### src/rtl/pwm_channel_bank.sv
// pwm_channel_bank
//   N-channel PWM generator with shadow duty targets, boundary-only updates,
//   per-period slew limiting and a command watchdog that parks every channel
//   at a safe duty when the command stream goes quiet.
//
// Ports
//   clk            system clock, all state on the rising edge
//   clr            asynchronous active-low reset
//   cmd_valid      command present
//   cmd_ready      command can be accepted this cycle
//   cmd_chan       target channel index (CH_W bits)
//   cmd_duty       requested duty in counter ticks (DUTY_W bits)
//   enable         output enable, low forces pwm_out to 0
//   pwm_out        registered PWM pulses, one bit per channel
//   period_tick    one-cycle pulse on the last cycle of each period
//   timeout_fault  watchdog fault flag
//   cmd_err        one-cycle pulse after an accepted command with cmd_chan >= NCH

module pwm_channel_bank #(
    parameter int NCH             = 4,
    // Derived from NCH; not meant to be overridden.
    parameter int CH_W            = (NCH > 1) ? $clog2(NCH) : 1,
    parameter int DUTY_W          = 17,
    parameter int PERIOD          = 1000,
    parameter int PRESCALE        = 10,
    parameter int STEP            = 50,
    parameter int TIMEOUT_PERIODS = 50,
    parameter int SAFE_DUTY       = 0
) (
    input  logic              clk,
    input  logic              clr,
    input  logic              cmd_valid,
    output logic              cmd_ready,
    input  logic [CH_W-1:0]   cmd_chan,
    input  logic [DUTY_W-1:0] cmd_duty,
    input  logic              enable,
    output logic [NCH-1:0]    pwm_out,
    output logic              period_tick,
    output logic              timeout_fault,
    output logic              cmd_err
);

    localparam int PS_W = (PRESCALE > 1) ? $clog2(PRESCALE) : 1;
    localparam int WD_W = (TIMEOUT_PERIODS > 0) ? $clog2(TIMEOUT_PERIODS + 1) : 1;

    localparam logic [PS_W-1:0]   PS_LAST  = PS_W'(PRESCALE - 1);
    localparam logic [DUTY_W-1:0] CNT_LAST = DUTY_W'(PERIOD - 1);
    localparam logic [DUTY_W-1:0] PERIOD_V = DUTY_W'(PERIOD);

    // |target - active| never exceeds PERIOD, so clamping STEP to PERIOD keeps
    // the "no limit" behaviour while keeping the constant inside DUTY_W bits.
    localparam logic [DUTY_W-1:0] STEP_V = DUTY_W'((STEP >= PERIOD) ? PERIOD : STEP);
    localparam logic [DUTY_W-1:0] SAFE_V = DUTY_W'((SAFE_DUTY > PERIOD) ? PERIOD : SAFE_DUTY);

    localparam bit              WD_EN   = (TIMEOUT_PERIODS > 0);
    localparam logic [WD_W-1:0] WD_LAST = WD_W'(TIMEOUT_PERIODS);
    localparam logic [WD_W-1:0] WD_PRE  = WD_W'((TIMEOUT_PERIODS > 0) ? TIMEOUT_PERIODS - 1 : 0);

    localparam int unsigned NCH_U = NCH;

    // ------------------------------------------------------------------
    // State
    // ------------------------------------------------------------------
    logic [PS_W-1:0]   presc_q;
    logic [DUTY_W-1:0] cnt_q;
    logic              ready_en_q;
    logic [WD_W-1:0]   wd_q;
    logic              fault_q;
    logic              period_tick_q;
    logic              cmd_err_q;
    logic [NCH-1:0]    pwm_q;
    logic [DUTY_W-1:0] target_q [NCH];
    logic [DUTY_W-1:0] active_q [NCH];

    // ------------------------------------------------------------------
    // Combinational control
    // ------------------------------------------------------------------
    logic              tick;
    logic              period_end;
    logic              accept;
    logic              chan_ok;
    logic              cmd_ok;
    logic              cmd_bad;
    logic              wd_fire;
    logic [DUTY_W-1:0] duty_clamped;

    assign tick       = (presc_q == PS_LAST);
    assign period_end = tick && (cnt_q == CNT_LAST);

    // Blocking commands in the boundary cycle keeps target writes and the
    // active update from ever landing on the same edge.
    assign cmd_ready = ready_en_q && !period_end;
    assign accept    = cmd_valid && cmd_ready;
    assign chan_ok   = (32'(cmd_chan) < NCH_U);
    assign cmd_ok    = accept && chan_ok;
    assign cmd_bad   = accept && !chan_ok;

    // The count only ever passes WD_PRE once before saturating at WD_LAST,
    // so this fires exactly once per silent stretch.
    assign wd_fire = WD_EN && period_end && (wd_q == WD_PRE);

    assign duty_clamped = (cmd_duty > PERIOD_V) ? PERIOD_V : cmd_duty;

    function automatic logic [DUTY_W-1:0] slew(input logic [DUTY_W-1:0] tgt,
                                               input logic [DUTY_W-1:0] cur);
        logic [DUTY_W-1:0] res;
        res = tgt;
        if (tgt >= cur) begin
            if ((tgt - cur) > STEP_V) begin
                res = cur + STEP_V;
            end
        end else begin
            if ((cur - tgt) > STEP_V) begin
                res = cur - STEP_V;
            end
        end
        return res;
    endfunction

    // ------------------------------------------------------------------
    // Prescaler and period counter
    // ------------------------------------------------------------------
    always_ff @(posedge clk or negedge clr) begin
        if (!clr) begin
            presc_q <= '0;
        end else if (tick) begin
            presc_q <= '0;
        end else begin
            presc_q <= presc_q + PS_W'(1);
        end
    end

    always_ff @(posedge clk or negedge clr) begin
        if (!clr) begin
            cnt_q <= '0;
        end else if (tick) begin
            if (cnt_q == CNT_LAST) begin
                cnt_q <= '0;
            end else begin
                cnt_q <= cnt_q + DUTY_W'(1);
            end
        end
    end

    // Holds cmd_ready low while in reset and for the first cycle after it.
    always_ff @(posedge clk or negedge clr) begin
        if (!clr) begin
            ready_en_q <= 1'b0;
        end else begin
            ready_en_q <= 1'b1;
        end
    end

    // ------------------------------------------------------------------
    // Watchdog
    // ------------------------------------------------------------------
    always_ff @(posedge clk or negedge clr) begin
        if (!clr) begin
            wd_q    <= '0;
            fault_q <= 1'b0;
        end else begin
            if (cmd_ok) begin
                wd_q    <= '0;
                fault_q <= 1'b0;
            end else if (WD_EN && period_end && (wd_q != WD_LAST)) begin
                wd_q <= wd_q + WD_W'(1);
            end
            if (wd_fire) begin
                fault_q <= 1'b1;
            end
        end
    end

    // ------------------------------------------------------------------
    // Shadow targets and active duties
    // ------------------------------------------------------------------
    always_ff @(posedge clk or negedge clr) begin
        if (!clr) begin
            for (int i = 0; i < NCH; i++) begin
                target_q[i] <= '0;
            end
        end else begin
            for (int i = 0; i < NCH; i++) begin
                if (wd_fire) begin
                    target_q[i] <= SAFE_V;
                end else if (cmd_ok && (cmd_chan == CH_W'(i))) begin
                    target_q[i] <= duty_clamped;
                end
            end
        end
    end

    // A timeout on the same boundary still ramps toward the old target; the
    // safe target takes effect from the next boundary on.
    always_ff @(posedge clk or negedge clr) begin
        if (!clr) begin
            for (int i = 0; i < NCH; i++) begin
                active_q[i] <= '0;
            end
        end else if (period_end) begin
            for (int i = 0; i < NCH; i++) begin
                active_q[i] <= slew(target_q[i], active_q[i]);
            end
        end
    end

    // ------------------------------------------------------------------
    // Registered outputs
    // ------------------------------------------------------------------
    always_ff @(posedge clk or negedge clr) begin
        if (!clr) begin
            pwm_q <= '0;
        end else begin
            for (int i = 0; i < NCH; i++) begin
                pwm_q[i] <= enable && (cnt_q < active_q[i]);
            end
        end
    end

    always_ff @(posedge clk or negedge clr) begin
        if (!clr) begin
            period_tick_q <= 1'b0;
            cmd_err_q     <= 1'b0;
        end else begin
            period_tick_q <= period_end;
            cmd_err_q     <= cmd_bad;
        end
    end

    assign pwm_out       = pwm_q;
    assign period_tick   = period_tick_q;
    assign timeout_fault = fault_q;
    assign cmd_err       = cmd_err_q;

endmodule

### config.mk
export PLATFORM = sky130hd
export DESIGN_NAME = pwm_channel_bank
export DESIGN_NICKNAME = d
export VERILOG_FILES = /design/src/rtl/pwm_channel_bank.sv
export SDC_FILE = /design/constraint.sdc
export NUM_CORES = 1
export LEC_CHECK = 0
export ABC_CLOCK_PERIOD_IN_PS = 10800
export CAP_MARGIN = 5
export CORE_ASPECT_RATIO = 1.75
export CORE_UTILIZATION = 59
export DETAILED_ROUTE_END_ITERATION = 8
export DONT_BUFFER_PORTS = 1
export GPL_TIMING_DRIVEN = 0
export PLACE_DENSITY_LB_ADDON = 0.12
export SKIP_CTS_REPAIR_TIMING = 1
export SYNTH_ARGS = -nofsm -noshare
export SYNTH_HDL_FRONTEND = slang
export SYNTH_SLANG_ARGS = --single-unit
### constraint.sdc
create_clock -name clk -period 10.8 [get_ports clk]
set_input_delay 2.16 -clock clk [delete_from_list [all_inputs] [get_ports clk]]
set_output_delay 2.16 -clock clk [all_outputs]
set_load 0.02 [all_outputs]
==> reports/results.md <==
| Quantity | Value | Unit |
|---|---|---|
| Area growth from synthesis to layout | 5.87 | % |
| Ratio of cells with drive above 1 in the final layout | 0.0448 | - |
| Part of the Yosys area used for sequential elements | 0.229 | - |
| Async SR Flop Fraction | 1.00 | - |
| Worst EP required | 11.14 | ns |
| Post-route antenna net violation count | 0 | - |
| Critical-path cell list | ha_1 > clkbuf_1 > nor2b_1 > a221oi_1 > nand4_1 > a2111oi_0 > o311ai_1 > or4_4 > nor3_4 > mux2i_1 > nand2b_1 > buf_2 > o221a_2 | - |
| Drt initial violations | 1825 | - |
| Clock Skews | 0.0159 | ns |
| Pin count of the biggest net entering global routing | 171 | - |
| Hold path cells | 1 | - |
| Fill cell instance count of the final layout | 2867 | - |
| Highest fanout seen on the critical path | 10 | - |
| Antenna violations before repair | 4 | - |
| Nets@finish | 2661 | - |
| Inserted Clock Buffers | 17 | - |
| Crit path time final | 5.22 | ns |
| Post-DR vias/cell | 6.73 | - |
| Horizontal extent of the die | 136 | um |
| Setup tns final | 0 | ns |
| Post-synth EDFFs | 0 | - |
| Standard-cell row count | 85 | - |
| Count of pins on the block boundary | 31 | - |
| Max VDD drop | 0.0892 | mV |
| DR WL/cell | 22.8 | um |
| Critical path origin | active_q[15] | - |
| Data arrival time of the worst path | 5.56 | ns |
| Via count of the first global-routing pass | 18699 | - |
| Critical path startpoint category | flop | - |
| Syn nets | 2642 | - |
| Port buffer count | 0 | - |
| TritonRoute pass-1 iters | 8 | - |
| Cell with the largest stage delay on the worst path | a221oi_1 | - |
| Leading cell type in the layout, fill and taps excluded | ha_1 | - |
| Synthesized area per cell | 7.73 | um2 |
| Worst Reg2Reg Path Length in Cells | 13 | - |
| Commonest non-fill, non-tap cells in the layout | ha_1 (208), inv_1 (202), nor2_1 (202) | - |
| Category of the worst setup path capture point | flop | - |
| Sum of buffers and inverters on the critical path | 2 | - |
| Aggregate routed wire length | 64500 | um |
| Critical R2R Capture | active_q[15] | - |
| CTS clk-pin slew, worst paths | 0.07 | ns |
| Final std cell area, no fill | 19700 | um2 |
| Half-perimeter wire length after placement | 48800 | um |
| Gpl congestion | 1.03 | - |
| Synthesized flop and latch total | 170 | - |
| Warnings from Yosys | 0 | - |
| Leakage power figure | 8.56 | nW |
| Worst-margin pin slew | 1.11 | ns |
| Worst path top cell family by delay | compound AO/OA/AOI/OAI gates | - |
| Power density relative to cell area | 91.1 | nW/um2 |
| Number of library cell types mapped by synthesis | 98 | - |
| End of the critical path | active_q[15] | - |
| Root buf cell | clkbuf_16 | - |
| Start-to-end type of the worst setup path | flop to flop | - |
| Global-route usage over all layers | 0.410 | - |
| Core outline area | 30800 | um2 |
| Setup slack, reg-to-reg | 5.58 | ns |
| Clock sink total | 170 | - |
| CP Depth | 13 | - |
| Count of unresolved DRC violations after routing | 0 | - |
| Placed instance area | 19100 | um2 |
| Synthesized instance count | 2403 | - |
| Wire length of the first global-routing pass | 101000 | um |
| Slew Limit Headroom | 0.250 | - |
| Number of endpoints with negative hold slack in the final report | 0 | - |
| Clock latency at the later pin of the worst-skew pair | 0.46 | ns |
| Number of vias in the routed layout | 19023 | - |
| Setup repair after global routing missed its margin | false | - |
| Highest Clock Rate | 192 | MHz |
| Total standard cell area after synthesis | 18600 | um2 |
| Result of the run | finished clean | - |
| Area of the die | 32200 | um2 |
| Clock tree from TritonCTS | yes | - |
| Ratio of final minimum period to clock period | 0.483 | - |
| CTS H-tree lvls | 4 | - |
| Total congestion overflow | 0 | - |
| Starting utilization of the core area | 0.603 | - |
| Count of final setup violators | 0 | - |
| Die height | 237 | um |
| Max-slew violation total from the final report | 0 | - |
| Path type of the worst min-delay path | flop to flop | - |
| Launch point of the worst reg-to-reg path | active_q[15] | - |
| Maximum single-stage delay on the critical path | 0.79 | ns |
| Most used flip-flop cell after synthesis | dfrtp_1 | - |
| Buffer depth of the longest clock path | 2 | - |
| Number of violations of the max-capacitance limit | 0 | - |
[worst min-delay path by stage]
stage          slack (ns)          to  startpoint
2_1_floorplan        0.47  presc_q[2]  presc_q[2]
3_3_place_gp         0.49  presc_q[2]  presc_q[2]
3_5_place_dp         0.50  presc_q[2]  presc_q[2]
4_1_cts              0.51  presc_q[2]  presc_q[2]
5_1_grt              0.52  presc_q[2]  presc_q[2]
6_report             0.52  presc_q[2]  presc_q[2]
[cells in the mapped netlist, drive strengths merged (11+ instances only)]
master | number | share of area
o21ai | 176 | 0.048
or3 | 23 | 0.0077
inv | 202 | 0.041
dfrtp | 170 | 0.23
o21a | 18 | 0.0073
nor2 | 203 | 0.041
o211ai | 22 | 0.0092
and2 | 15 | 0.0052
or2 | 14 | 0.0047
xor2 | 31 | 0.015
a21oi | 170 | 0.046
nand3 | 79 | 0.021
a2111oi | 11 | 0.0055
buf | 38 | 0.012
nor3 | 111 | 0.030
nand4 | 37 | 0.013
xnor2 | 86 | 0.041
o22ai | 25 | 0.0084
a221oi | 25 | 0.014
a31oi | 20 | 0.0067
mux2i | 24 | 0.013
nand2b | 32 | 0.011
nor4 | 28 | 0.011
nand2 | 166 | 0.034
and3 | 22 | 0.0074
ha | 208 | 0.14
o2111ai | 11 | 0.0052
o21bai | 11 | 0.0044
a211oi | 68 | 0.027
nor2b | 24 | 0.0081
clkbuf | 86 | 0.017
a21o | 64 | 0.026
o221ai | 15 | 0.0071
[flip-flops by register name (all words and copies together), names as in the netlist]
register	count
active_q	68
target_q	68
cnt_q	17
wd_q	6
presc_q	4
pwm_out	4
period_tick	1
ready_en_q	1
timeout_fault	1
[layer usage]
layer,GRT usage,vias to the layer above,routed length (um)
met1,0.454,9021,24100
li1,-,8793,-
met2,0.680,894,30800
met4,0.323,4,5420
met3,0.0741,311,4240
met5,0,-,27
[cell type report]
class | instances | area, um2 | area share
Inverter | 205 | 769 | 0.0391
Clock buffer | 19 | 443 | 0.0225
Antenna cell | 1 | 2.50 | 0.000127
Sequential cell | 170 | 4250 | 0.216
Buffer | 124 | 537 | 0.0273
Clock inverter | 13 | 156 | 0.00795
Tap cell | 391 | 489 | 0.0249
Multi-Input combinational cell | 1904 | 13000 | 0.662
[through the flow]
| stage | std cells | power [mW] | setup WS [ns] | hold WS (ns) | util |
|---|---|---|---|---|---|
| 3_5_place_dp | 2794 | 1.14 | 6.03 | 0.504 | 0.618 |
| 5_1_grt | 2826 | 1.86 | 5.36 | 0.519 | 0.638 |
| 3_3_place_gp | 2794 | 1.14 | 6.03 | 0.486 | 0.618 |
| 2_1_floorplan | 2403 | 1.03 | 7.03 | 0.466 | - |
| 4_1_cts | 2826 | 1.78 | 5.97 | 0.513 | 0.638 |
| 6_report | 2827 | 1.79 | 5.58 | 0.518 | 0.638 |
[kinds of logic after synthesis]
logic type,share of synthesized area
simple gates,0.209
compound gates,0.272
buf+inv,0.0703
fa+ha+maj,0.149
flops,0.229
xor+xnor,0.0551
mux,0.0147
other cells,0.000404
[report_power, final]
| part | internal [mW] | switching, mW | leakage (nW) |
|---|---|---|---|
| Sequential | 0.649 | 0.0163 | 2.25 |
| Combinational | 0.177 | 0.305 | 6.03 |
| Clock | 0.336 | 0.309 | 0.284 |
No activity file was read; power rests on OpenSTA's default activity.
